**src/rtl/rover_pkg.sv**
```systemverilog
// Shared types and constants for the rover navigation controller: FSM state
// encoding, H-bridge direction codes and the counter-width helper.
package rover_pkg;

  typedef enum logic [2:0] {
    ST_IDLE    = 3'd0,
    ST_FORWARD = 3'd1,
    ST_BACKOFF = 3'd2,
    ST_PIVOT_L = 3'd3,
    ST_PIVOT_R = 3'd4,
    ST_HALT    = 3'd5
  } state_e;

  // {right_rev, right_fwd, left_rev, left_fwd}
  localparam logic [3:0] DIR_STOP  = 4'b0000;
  localparam logic [3:0] DIR_FWD   = 4'b0101;
  localparam logic [3:0] DIR_REV   = 4'b1010;
  localparam logic [3:0] DIR_PIV_L = 4'b0110;
  localparam logic [3:0] DIR_PIV_R = 4'b1001;

  // Bits needed to hold 0..max_val, i.e. clog2(max_val+1), at least 1.
  function automatic int timer_width(input int max_val);
    int w;
    w = 1;
    for (int i = 1; i < 31; i++)
      if ((max_val >>> i) != 0) w = i + 1;
    return w;
  endfunction

endpackage

```
**src/rtl/ir_debounce.sv**
```systemverilog
// Per-bit 2-FF synchroniser plus stability counter for a bank of active-low
// IR sensors; the debounced bit follows only after DEBOUNCE_CYCLES of disagreement.
module ir_debounce
  import rover_pkg::*;
#(
  parameter int WIDTH           = 4,
  parameter int DEBOUNCE_CYCLES = 100000
) (
  input  logic             clock,
  input  logic             reset,
  input  logic [WIDTH-1:0] raw_n,
  output logic [WIDTH-1:0] db_n
);

  localparam int             CW       = timer_width(DEBOUNCE_CYCLES);
  localparam logic [CW-1:0]  CNT_LAST = CW'(DEBOUNCE_CYCLES - 1);

  logic [WIDTH-1:0] sync1_q, sync2_q;
  logic [WIDTH-1:0] db_q, db_d;
  logic [CW-1:0]    cnt_q [WIDTH];
  logic [CW-1:0]    cnt_d [WIDTH];

  always_comb begin
    for (int i = 0; i < WIDTH; i++) begin
      cnt_d[i] = '0;
      db_d[i]  = db_q[i];
      if (sync2_q[i] != db_q[i]) begin
        if (cnt_q[i] == CNT_LAST) db_d[i] = sync2_q[i];
        else                      cnt_d[i] = cnt_q[i] + CW'(1);
      end
    end
  end

  always_ff @(posedge clock or posedge reset) begin
    if (reset) begin
      sync1_q <= '1;
      sync2_q <= '1;
      db_q    <= '1;
      for (int i = 0; i < WIDTH; i++) cnt_q[i] <= '0;
    end else begin
      sync1_q <= raw_n;
      sync2_q <= sync1_q;
      db_q    <= db_d;
      for (int i = 0; i < WIDTH; i++) cnt_q[i] <= cnt_d[i];
    end
  end

  assign db_n = db_q;

endmodule

```
**src/rtl/rover_nav_controller.sv**
```systemverilog
// Obstacle-avoidance controller: debounced IR banks, navigation FSM, PWM drive.
// Define ROVER_DEAD_TIME_EN to insert a DEAD_CYCLES brake gap between direction codes.
module rover_nav_controller
  import rover_pkg::*;
#(
  parameter int N_FRONT         = 4,
  parameter int N_BACK          = 4,
  parameter int DEBOUNCE_CYCLES = 100000,
  parameter int REVERSE_CYCLES  = 50000000,
  parameter int PIVOT_CYCLES    = 40000000,
  parameter int DEAD_CYCLES     = 1000,
  parameter int PWM_BITS        = 8
) (
  input  logic                clock,
  input  logic                reset,
  input  logic                enable,
  input  logic [PWM_BITS-1:0] speed_cruise,
  input  logic [PWM_BITS-1:0] speed_turn,
  input  logic [N_FRONT-1:0]  sens_front_n,
  input  logic [N_BACK-1:0]   sens_back_n,
  output logic [1:0]          motor_pwm,
  output logic [3:0]          direction,
  output logic [2:0]          state_o,
  output logic                obst_front,
  output logic                obst_back
);

  localparam int T_MAX0 = (REVERSE_CYCLES > PIVOT_CYCLES) ? REVERSE_CYCLES : PIVOT_CYCLES;
  localparam int T_MAX  = (T_MAX0 > DEAD_CYCLES) ? T_MAX0 : DEAD_CYCLES;
  localparam int TW     = timer_width(T_MAX);
  localparam logic [TW-1:0] REV_LAST = TW'(REVERSE_CYCLES - 1);
  localparam logic [TW-1:0] PIV_LAST = TW'(PIVOT_CYCLES - 1);

  logic [N_FRONT-1:0] front_db_n;
  logic [N_BACK-1:0]  back_db_n;
  logic               right_hit, left_hit;

  ir_debounce #(.WIDTH(N_FRONT), .DEBOUNCE_CYCLES(DEBOUNCE_CYCLES)) u_db_front (
    .clock(clock), .reset(reset), .raw_n(sens_front_n), .db_n(front_db_n)
  );
  ir_debounce #(.WIDTH(N_BACK), .DEBOUNCE_CYCLES(DEBOUNCE_CYCLES)) u_db_back (
    .clock(clock), .reset(reset), .raw_n(sens_back_n), .db_n(back_db_n)
  );

  assign obst_front = ~&front_db_n;
  assign obst_back  = ~&back_db_n;
  assign right_hit  = ~&front_db_n[N_FRONT/2-1:0];
  assign left_hit   = ~&front_db_n[N_FRONT-1:N_FRONT/2];

  state_e        state_q, state_d;
  logic [TW-1:0] timer_q, timer_d;
  logic          pivot_l_q, pivot_l_d;

  always_comb begin
    state_d   = state_q;
    pivot_l_d = pivot_l_q;
    if (!enable) begin
      state_d = ST_IDLE;
    end else begin
      case (state_q)
        ST_IDLE:    state_d = ST_FORWARD;
        ST_FORWARD: begin
          if (obst_front && obst_back) state_d = ST_HALT;
          else if (obst_front) begin
            state_d   = ST_BACKOFF;
            pivot_l_d = right_hit && !left_hit;
          end
        end
        ST_BACKOFF: if (obst_back || timer_q == REV_LAST)
                      state_d = pivot_l_q ? ST_PIVOT_L : ST_PIVOT_R;
        ST_PIVOT_L,
        ST_PIVOT_R: if (timer_q == PIV_LAST) state_d = ST_FORWARD;
        ST_HALT:    if (!obst_front) state_d = ST_FORWARD;
        default:    state_d = ST_IDLE;
      endcase
    end
    // Timer restarts on every state entry and saturates instead of wrapping.
    if (!enable || state_d != state_q) timer_d = '0;
    else if (timer_q != '1)            timer_d = timer_q + TW'(1);
    else                               timer_d = timer_q;
  end

  logic [3:0]          dir_tgt, dir_q, dir_d;
  logic [PWM_BITS-1:0] duty_sel, duty_q, duty_d, cnt_q, cnt_d;
  logic [1:0]          pwm_q, pwm_d;
  logic                pwm_on, hold;

  always_comb begin
    dir_tgt  = DIR_STOP;
    duty_sel = '0;
    case (state_q)
      ST_FORWARD: begin dir_tgt = DIR_FWD;   duty_sel = speed_cruise; end
      ST_BACKOFF: begin dir_tgt = DIR_REV;   duty_sel = speed_cruise; end
      ST_PIVOT_L: begin dir_tgt = DIR_PIV_L; duty_sel = speed_turn;   end
      ST_PIVOT_R: begin dir_tgt = DIR_PIV_R; duty_sel = speed_turn;   end
      default:    ;
    endcase
    // New duty is loaded only as the counter wraps, so no partial pulses appear.
    cnt_d  = cnt_q + PWM_BITS'(1);
    duty_d = (cnt_q == '1) ? duty_sel : duty_q;
    pwm_on = (duty_d == '1) || (cnt_d < duty_d);
  end

`ifdef ROVER_DEAD_TIME_EN
  localparam int GW = timer_width(DEAD_CYCLES);
  logic [GW-1:0] gap_q, gap_d;
  logic [3:0]    tgt_q, tgt_d;

  always_comb begin
    tgt_d = dir_tgt;
    gap_d = (gap_q != '0) ? gap_q - GW'(1) : '0;
    // Any move to a new non-zero code out of a driven code or an open gap restarts the gap.
    if (dir_tgt != tgt_q && dir_tgt != DIR_STOP && (tgt_q != DIR_STOP || gap_q != '0))
      gap_d = GW'(DEAD_CYCLES);
    hold = (gap_d != '0);
  end

  always_ff @(posedge clock or posedge reset) begin
    if (reset) begin
      gap_q <= '0;
      tgt_q <= DIR_STOP;
    end else begin
      gap_q <= gap_d;
      tgt_q <= tgt_d;
    end
  end
`else
  assign hold = 1'b0;
`endif

  assign dir_d = hold ? DIR_STOP : dir_tgt;
  assign pwm_d = hold ? 2'b00 : {2{pwm_on}};

  always_ff @(posedge clock or posedge reset) begin
    if (reset) begin
      state_q   <= ST_IDLE;
      timer_q   <= '0;
      pivot_l_q <= 1'b0;
      dir_q     <= DIR_STOP;
      duty_q    <= '0;
      cnt_q     <= '0;
      pwm_q     <= 2'b00;
    end else begin
      state_q   <= state_d;
      timer_q   <= timer_d;
      pivot_l_q <= pivot_l_d;
      dir_q     <= dir_d;
      duty_q    <= duty_d;
      cnt_q     <= cnt_d;
      pwm_q     <= pwm_d;
    end
  end

  assign state_o   = state_q;
  assign direction = dir_q;
  assign motor_pwm = pwm_q;

endmodule

```
**config.mk**
```make
export PLATFORM = sky130hd
export DESIGN_NAME = rover_nav_controller
export DESIGN_NICKNAME = d
export VERILOG_FILES = /design/src/rtl/rover_pkg.sv /design/src/rtl/ir_debounce.sv /design/src/rtl/rover_nav_controller.sv
export SDC_FILE = /design/constraint.sdc
export NUM_CORES = 1
export LEC_CHECK = 0
export ABC_AREA = 1
export CORE_MARGIN = 4
export CORE_UTILIZATION = 60
export CTS_CLUSTER_SIZE = 10
export DETAILED_ROUTE_END_ITERATION = 10
export HOLD_SLACK_MARGIN = 0.05
export PLACE_DENSITY = 0.85
export SLEW_MARGIN = 0
export SYNTH_ARGS = -nofsm -noshare
export SYNTH_HDL_FRONTEND = slang
export SYNTH_SLANG_ARGS = --single-unit
```
**constraint.sdc**
```tcl
create_clock -name clock -period 17.7 [get_ports clock]
set_clock_uncertainty 0.1 [all_clocks]
set_input_delay 3.54 -clock clock [delete_from_list [all_inputs] [get_ports clock]]
set_output_delay 3.54 -clock clock [all_outputs]
set_load 0.1 [all_outputs]
```
==> key figures <==
GRT
  – Via count of the first global-routing pass: 8530
  – Antenna violations before repair: 0
  – Met1 GRT Util: 31.7%
  – GRT busiest layer: met2
  – GRT Total Usage: 22.8%
  – Grt met3 use: 3.33%
  – GR Overflow Total: 0
  – M2 GR Usage: 37.5%
  – Global-route wire length before repair: 38800 um
  – Largest net degree at the start of global routing: 137

Timing
  – Relative slew slack: 28.9%
  – Fin Setup TNS: 0 ps
  – Final worst-path cycle share: 34.7%
  – Fmax: 163 MHz
  – RSZ-0062 raised after global routing: no
  – Final setup viols: 0
  – Worst hold margin: 254 ps
  – Endpoints failing hold: 0
  – Least-Margin Pin Slew: 1060 ps
  – Final min period: 6140 ps
  – Fin. max-slew vios: 0

Yosys
  – FFs w/ async S/R, synth: 100%
  – Seq/Total Area, Yosys: 49.2%
  – Multiplexer share of the synthesized area: 0.835%
  – #FFs+latches synth: 211
  – Synth Instances: 1275
  – Post-Synth Simple-Gate Area: 28.5%
  – Adder-cell share of the synthesized area: 1.97%
  – EDFF count, synth: 0
  – YS warnings: 0
  – Synth cell types: 45
  – Post-synthesis xor/xnor area fraction: 3.65%
  – Most frequent cell after synthesis: nand2_1
  – Area contributors post-synth: dfrtp_1 (43%), nand2_1 (7.5%), inv_1 (6.0%)
  – Cell Area, Synth: 10800 um^2
  – Post-Syn Area per Cell: 8.47 um^2
  – Top_reg_cell synth: dfrtp_1
  – Top cell type's share of synthesized area: 43.4%
  – Commonest cells in the netlist: nand2_1 (215), dfrtp_1 (187), inv_1 (172)
  – Area leader, netlist: dfrtp_1
  – Post-synthesis compound-gate area fraction: 8.87%
  – Largest family of logic cells by synthesized area: simple AND/OR/NAND/NOR gates
  – Mapped Nets: 1319

Final layout
  – Net total in the final layout: 1377
  – Share of layout cells above drive strength 1: 9.56%
  – Multi-input gate area: 4730 um^2
  – Antenna cells: 0
  – FF+latch area: 5310 um^2
  – Filler cells: 1317
  – Area grow syn2layout: 12.2%

Critical path
  – Setup CP Type: flop to output pin
  – R2R Setup Slk: 14940 ps
  – Worst path arrival time: 2500 ps
  – R2R depth: 12
  – Critical path launch point type: flop
  – Worst R2R Start: state_o[2]
  – WP data required: 14060 ps
  – Crit Path Max Fanout: 5
  – R2R Path End: motor_pwm[0]
  – Critical path endpoint category: output pin

CTS
  – Root Buffer: clkbuf_16
  – CTS max path bufs: 3
  – CTS resizes: 0
  – CTS tree: yes
  – TritonCTS Sinks: 211
  – H-tree depth: 1
  – Clock Latency Late Sink: 510 ps
  – Hold buffer count at CTS: 0
  – Setup Fix Bufs, Post-CTS: 0
  – Clk slew on worst S/H paths: 60 ps
  – Num CTS Buffers: 25

Hold path
  – Worst hold path class: flop to flop
  – Hold depth: 0
  – Worst hold endpoint: u_db_back.sync2_q[3]
  – Hold Startpoint: u_db_back.sync1_q[3]

Routing
  – Initial DRC count: 674
  – DR WL/cell: 14.2 um
  – Drt pass-1 iters: 5
  – ANT nets after route: 0
  – Vias: 8760
  – DR vias/cell: 5.56
  – Total wire length: 22400 um
  – Remaining DRCs: 0

Placed design
  – IO Port Bufs: 37
  – HPWL Detailed: 15700 um
  – Placer Congestion: 0.871

Floorplan
  – IO Pins: 38
  – Initial Util: 61.8%
  – Die area: 20200 um^2
  – Num rows: 48
  – Core region area: 17500 um^2
  – Die extent in x: 142 um
  – Die Y: 142 um

Power and ir drop
  – Leakage Power: 5.24 nW
  – Reg power frac: 49.0%
  – Sw Ratio: 23.6%
  – Comb pwr share: 6.5%
  – Switching power: 0.241 mW
  – Int Power: 0.778 mW
  – VDD IR max: 65.4 uV
  – PwrDens: 84.1 nW/um^2
  – Clock power frac: 44.4%

Status
  – Status: complete, no violations

Flow run
  – Max_cap viols: 0
layer usage:
metal | routed length [um] | vias to the layer above | share of wire, %
met5 | 0 | - | 0
met4 | 534 | 0 | 2.4
met3 | 1100 | 47 | 4.9
met2 | 10600 | 218 | 47
met1 | 10200 | 4127 | 45
li1 | - | 4368 | -
registers in the layout (all words and copies together) (netlist names), 8 cells and up:
| name | flops |
|---|---|
| u_db_back.cnt_q | 68 |
| duty_q | 8 |
| u_db_front.cnt_q | 68 |
| timer_q | 26 |
| cnt_q | 8 |
worst max-delay path by stage:
stage                       startpoint                   end  slack (ps)  depth (start not counted)
floorplan                        reset              cnt_q[0]        8330                          1
global placement                 reset  u_db_front.cnt_q[11]       11860                          3
detailed placement               reset  u_db_front.cnt_q[55]       11840                          3
CTS                 u_db_front.db_n[0]            obst_front       11530                          4
global route        u_db_front.db_n[0]            obst_front       11470                          4
finish              u_db_front.db_n[0]            obst_front       11560                          4
power by group through the flow:
stage | Sequential, mW | Clock (mW) | Combinational (mW)
after floorplan | 0.516 | 0 | 0.0398
after global routing | 0.500 | 0.485 | 0.0748
after CTS | 0.500 | 0.462 | 0.0677
after global placement | 0.507 | 0 | 0.0656
final | 0.500 | 0.453 | 0.0667
after detailed placement | 0.508 | 0 | 0.0672
critical path, cell delays in order (launching register included):
cell             delay (ps)
dfstp_2                 550
nand2_1                  90
nor2_1                  270
inv_2                   110
clkdlybuf4s50_1         980
area by class of cell:
| cell class | instances | share of cell area, % |
|---|---|---|
| multi-input combinational | 875 | 39.1 |
| tap | 225 | 2.32 |
| inverter | 181 | 5.67 |
| clock buffer | 43 | 5.81 |
| clock inverter | 1 | 0.0620 |
| sequential | 211 | 43.9 |
| timing repair buffer | 39 | 3.18 |
through the flow:
step | setup WS (ps) | cell area, um^2 | util [%] | total power, mW | std cells
2_1_floorplan | 8330 | 10800 | - | 0.556 | 1275
3_3_place_gp | 11860 | 11400 | 65.2 | 0.573 | 1531
3_5_place_dp | 11840 | 11400 | 65.2 | 0.575 | 1531
4_1_cts | 11530 | 12100 | 69.3 | 1.03 | 1575
5_1_grt | 11470 | 12100 | 69.3 | 1.06 | 1575
6_report | 11560 | 12100 | 69.3 | 1.02 | 1575
layout by cell type (no fill, tap or decap), types with 4 or more instances in the layout:
master             n
inv_1            171
nor2_4            21
a211oi_1          13
nand4_1           50
nor2_2            11
a21oi_1           69
o21ai_0           52
nand2_2            5
clkbuf_16         25
o221a_2            5
nor3_2             5
nor4_1            28
xor2_1            34
dfrtp_1          187
clkdlybuf4s50_1   37
mux2_2             8
nand2_1          215
clkbuf_1          17
o21ai_1            7
nand3b_1           4
nor3b_1            6
a31oi_1            9
o22ai_1            5
nor3_1            42
nand3_1           76
inv_2              9
nor2_1           155
xnor2_1           11
or2_2              6
and3_1             6
dfstp_2           24
ha_1              17
cell families after synthesis:
kind of cell               after synthesis
AOI/OAI and AO/OA                      169
xor gates and xnor gates                45
adders and majority gates               17
buffers and inverters                  189
DFF                                    211
muxes                                    8
and+or+nand+nor                        636
Note: power is estimated with default switching activity, not from simulation.
